**src/rtl/button_event_pkg.sv**
```systemverilog
// Shared encodings and widths for the button event FSM.
package button_event_pkg;

  localparam int CNT_W   = 26;
  localparam int STATE_W = 3;
  localparam int unsigned CNT_MAX = (1 << CNT_W) - 1;

  typedef enum logic [STATE_W-1:0] {
    ST_IDLE    = 3'd0,
    ST_PRESSED = 3'd1,
    ST_LONG    = 3'd2,
    ST_WAIT_DC = 3'd3,
    ST_SECOND  = 3'd4
  } state_t;

endpackage

```
**src/rtl/button_event_fsm.sv**
```systemverilog
// Turns a debounced button level into press/release/short/double/long/repeat
// pulses using one FSM and one shared cycle counter.
module button_event_fsm
  import button_event_pkg::*;
#(
  parameter int unsigned P_LONG_PERIOD   = 'd50_000_000,
  parameter int unsigned P_REPEAT_PERIOD = 'd10_000_000,
  parameter int unsigned P_DCLICK_PERIOD = 'd15_000_000
) (
  input  logic               i_clk,
  input  logic               i_rst,
  input  logic               i_level,
  output logic               o_press,
  output logic               o_release,
  output logic               o_short,
  output logic               o_double,
  output logic               o_long,
  output logic               o_repeat,
  output logic [STATE_W-1:0] o_state
);

  if (P_LONG_PERIOD < 2 || P_LONG_PERIOD > CNT_MAX ||
      P_REPEAT_PERIOD < 2 || P_REPEAT_PERIOD > CNT_MAX ||
      P_DCLICK_PERIOD < 2 || P_DCLICK_PERIOD > CNT_MAX) begin : g_bad_period
    $error("button_event_fsm: period parameters must lie in 2..2^26-1");
  end

  localparam logic [CNT_W-1:0] LONG_LAST   = CNT_W'(P_LONG_PERIOD - 1);
  localparam logic [CNT_W-1:0] REPEAT_LAST = CNT_W'(P_REPEAT_PERIOD - 1);
  localparam logic [CNT_W-1:0] DCLICK_LAST = CNT_W'(P_DCLICK_PERIOD - 1);

  state_t           state;
  logic [CNT_W-1:0] r_cnt;

  assign o_state = state;

  // Level changes are tested before counter matches so they always win a tie.
  always_ff @(posedge i_clk or negedge i_rst) begin
    if (!i_rst) begin
      state     <= ST_IDLE;
      r_cnt     <= '0;
      o_press   <= 1'b0;
      o_release <= 1'b0;
      o_short   <= 1'b0;
      o_double  <= 1'b0;
      o_long    <= 1'b0;
      o_repeat  <= 1'b0;
    end else begin
      o_press   <= 1'b0;
      o_release <= 1'b0;
      o_short   <= 1'b0;
      o_double  <= 1'b0;
      o_long    <= 1'b0;
      o_repeat  <= 1'b0;
      case (state)
        ST_IDLE: begin
          r_cnt <= '0;
          if (i_level) begin
            state   <= ST_PRESSED;
            o_press <= 1'b1;
          end
        end
        ST_PRESSED: begin
          if (!i_level) begin
            state     <= ST_WAIT_DC;
            r_cnt     <= '0;
            o_release <= 1'b1;
          end else if (r_cnt == LONG_LAST) begin
            state  <= ST_LONG;
            r_cnt  <= '0;
            o_long <= 1'b1;
          end else begin
            r_cnt <= r_cnt + 1'b1;
          end
        end
        ST_LONG: begin
          if (!i_level) begin
            state     <= ST_IDLE;
            r_cnt     <= '0;
            o_release <= 1'b1;
          end else if (r_cnt == REPEAT_LAST) begin
            r_cnt    <= '0;
            o_repeat <= 1'b1;
          end else begin
            r_cnt <= r_cnt + 1'b1;
          end
        end
        ST_WAIT_DC: begin
          if (i_level) begin
            state    <= ST_SECOND;
            r_cnt    <= '0;
            o_press  <= 1'b1;
            o_double <= 1'b1;
          end else if (r_cnt == DCLICK_LAST) begin
            state   <= ST_IDLE;
            r_cnt   <= '0;
            o_short <= 1'b1;
          end else begin
            r_cnt <= r_cnt + 1'b1;
          end
        end
        ST_SECOND: begin
          // A release here ends a double click, so no short is reported.
          if (!i_level) begin
            state     <= ST_IDLE;
            r_cnt     <= '0;
            o_release <= 1'b1;
          end else if (r_cnt == LONG_LAST) begin
            state  <= ST_LONG;
            r_cnt  <= '0;
            o_long <= 1'b1;
          end else begin
            r_cnt <= r_cnt + 1'b1;
          end
        end
        default: begin
          state <= ST_IDLE;
          r_cnt <= '0;
        end
      endcase
    end
  end

endmodule

```
**config.mk**
```make
export PLATFORM = sky130hd
export DESIGN_NAME = button_event_fsm
export DESIGN_NICKNAME = d
export VERILOG_FILES = /design/src/rtl/button_event_pkg.sv /design/src/rtl/button_event_fsm.sv
export SDC_FILE = /design/constraint.sdc
export NUM_CORES = 1
export LEC_CHECK = 0
export ABC_AREA = 1
export BUFFER_PORTS_ARGS = -buffer_cell sky130_fd_sc_hd__buf_2
export CORE_MARGIN = 4
export CORE_UTILIZATION = 45
export DETAILED_ROUTE_END_ITERATION = 6
export PLACE_DENSITY = 0.65
export SETUP_SLACK_MARGIN = 0.1
export SLEW_MARGIN = 15
export SYNTH_ARGS = -nofsm -noshare
export SYNTH_HDL_FRONTEND = slang
export SYNTH_SLANG_ARGS = --single-unit
```
**constraint.sdc**
```tcl
create_clock -name i_clk -period 5.3 [get_ports i_clk]
set_clock_uncertainty 0.2 [all_clocks]
set_input_delay 0.265 -clock i_clk [delete_from_list [all_inputs] [get_ports i_clk]]
set_output_delay 0.265 -clock i_clk [all_outputs]
set_load 0.02 [all_outputs]
```
==> metrics.md <==
| Metric | Value |
|---|---|
| CTS tree | yes |
| Grt ovf | 0 |
| Crit Path Category | reg2reg |
| Std-Cell Rows | 25 |
| Worst Max-Slew Pin Slew | 0.769 ns |
| Post-Syn Instances | 346 |
| DR DRC count | 0 |
| Clock root buffer | clkbuf_8 |
| Die width | slightly below 80 um |
| CP cell instances | ha_1 -> nand3_4 -> nor2_4 -> inv_2 -> nor2_1 -> nand2_1 -> nand2_4 -> nand3_4 -> nand2_1 -> inv_1 |
| Top post-synthesis cells by area | dfrtp_1 39%, nand2_1 18%, inv_1 11% |
| Post-synth top cells | 109 x nand2_1, 67 x inv_1, 63 x nor2_1 |
| Critical Path Sink Type | register |
| Clk_lat worst skew | 0.29 ns |
| Number of diodes | 0 |
| Peak supply drop | 0.139 mV |
| Post-CTS sizing | 0 |
| Clk pin slew, worst setup/hold paths | 0.07 ns |
| Sequential cell area | slightly below 900 sq um |
| Final Cycle Share | 39.4% |
| Hold path depth | 2 |
| CTS Hold Bufs | 1 |
| I/O pins | 12 |
| Period minus WS final | between 2 and 2.5 ns |
| Nets@finish | 367 |
| WP depth | 10 |
| Area occupied by multi-input gates | 0.00109 sq mm |
| Pin count of the biggest net entering global routing | 36 |
| FMAX | ~0.48 GHz |
| Effective utilization at floorplan | 47.0% |
| # clock sinks | 35 |
| Vias in the first global route | 1,967 |
| Drt total wl | a little over 5 mm |
| Drt via density | about 4.7 |
| Via count | 2,007 |
| DP Worst Slack | 3.21 ns |
| Yosys warns | 0 |
| Synthesized Nets | 350 |
| Most common cell in the netlist | nand2_1 |
| Crit-path max FO | 19 |
| # H-tree levels | 2 |
| Max clock buf depth | 2 |
| Die Area | 0.00619 sq mm |
| PortBufs | 11 |
| Post-layout util | 51.3% |
| Main synth FF type | dfrtp_1 |
| Die boundary height | 78.7 um |
| First-pass GRT wire length | 9.23 mm |
| Ys async rst share | 100% |
| Post-Syn Area per Cell | 6.50 sq um |
| Number of max-cap violations | 0 |
| RSZ-0062 raised after global routing | no |
| Total Power | approximately 0.69 mW |
| Initial antenna violation count | 0 |
| Max stage delay on crit path | roughly 0.37 ns |
| Final setup vio count | 0 |
| Antenna Nets Post-Route | 0 |
| Pwr Density | 282 mW/mm^2 |
| Worst reg2reg path depth | 10 |
| Delay-heaviest family, CP | simple AND/OR/NAND/NOR gates |
| Gp weighted congestion | 0.905 |
| Hold crit path type | in2reg |
| Bufs and invs on worst path | 2 |
| DR WL/cell | 11.8 um |
| Arrival @ worst endpoint | approximately 2.1 ns |
| FILL cells | 488 |
| Slowest cell on the critical path | dfrtp_1 |
| Layout cells sized above 1 | around 9.7% |
| Synth top area share | 38.9% |
| Synth area leader | dfrtp_1 |
| Fin. Hold Viols | 0 |
| Core area | 0.00479 sq mm |
| #FFs+latches synth | 35 |
| Netlist cell types | 22 |
| WP data required | 5.28 ns |
| Final Max Slew Viols | 0 |
| CTS buffer count | 5 |
| Fin Hold WS | 0.0699 ns |
| Area delta synth->final | 9.12% |
| Setup TNS | 0 ns |
| Detail Placement HPWL | slightly below 4 mm |
| Detailed Routing Iterations Pass 1 | 4 |
| Synth Cell Area | 0.00225 sq mm |
| Slew Limit Headroom | 48.7% |
| PnR worst setup slack | 3.21 ns |
| Startpoint Class | register |
| Post-synth EDFFs | 0 |
| P_leak | 1.33 nW |
| Status | completed |
| Post-CTS Setup Inserts | 0 |
| Drt initial violations | 131 |
| Sequential fraction of the synthesis area | between 30 and 40% |
| Global router's overall resource usage | 19.0% |
[placed cells by master, fill, tap and decap left out, types with 2 or more instances in the layout]
cell type / n
nand2_1: 109
inv_1: 67
nor2_1: 63
dfrtp_1: 35
nand3_1: 19
buf_2: 11
xor2_1: 9
o21ai_0: 9
nand2_2: 8
clkbuf_8: 5
nand4_1: 4
inv_2: 4
nor3_1: 3
a21oi_1: 3
xnor2_1: 2
nand3_4: 2
nor2_4: 2
[kinds of logic after synthesis]
group / after synthesis / share of synthesized area (%)
AND/OR/NAND/NOR: 212 / 40.3
buffers and inverters: 73 / 12.6
flip-flops: 35 / 38.9
AO/OA/AOI/OAI: 14 / 3.39
XOR/XNOR: 11 / 4.28
adder cells (fa/ha/maj): 1 / 0.556
[final timing paths]
check	slack (ns)	startpoint	end
min reg2reg	0.34	r_cnt[0]	r_cnt[0]
min	0.07	i_level	o_short
min in group asynchronous	0.40	i_rst	r_cnt[3]
max reg2reg	3.21	r_cnt[0]	r_cnt[20]
max	3.21	r_cnt[0]	r_cnt[20]
max in group asynchronous	4.01	i_rst	o_state[1]
[layer usage]
| metal | routed length, um | global-route usage, % | share of wire [%] | up-vias |
|---|---|---|---|---|
| met5 | 0 | 0 | 0 | - |
| met4 | 97 | 7.17 | 1.9 | 0 |
| met3 | 289 | 4.65 | 5.7 | 10 |
| met2 | 2150 | 28.2 | 42 | 53 |
| met1 | 2530 | 26.6 | 50 | 887 |
| li1 | - | - | - | 1057 |
[cell type report]
class                           instances  share of cell area [%]
Tap cell                               67                    3.41
Sequential cell                        35                    35.7
Clock buffer                            6                    2.96
Timing Repair Buffer                   12                    2.65
Multi-Input combinational cell        238                    44.4
Inverter                               71                    10.9
[registers in the layout, summed over array words and instances, names as in the netlist]
name / count
o_double: 1
o_short: 1
o_long: 1
o_press: 1
o_repeat: 1
o_release: 1
o_state: 3
r_cnt: 26
[through the flow]
stage	instance area [sq um]	std cells
3_5_place_dp	2370	422
3_3_place_gp	2370	422
5_1_grt	2450	429
4_1_cts	2450	429
2_1_floorplan	2250	346
6_report	2450	429
[report_power, final]
group	internal, mW	switching, mW
combinational	0.0602	0.146
sequential	0.291	0.0186
clock	0.0875	0.0887
total	0.439	0.253
Power figures use the tool's default switching activity.
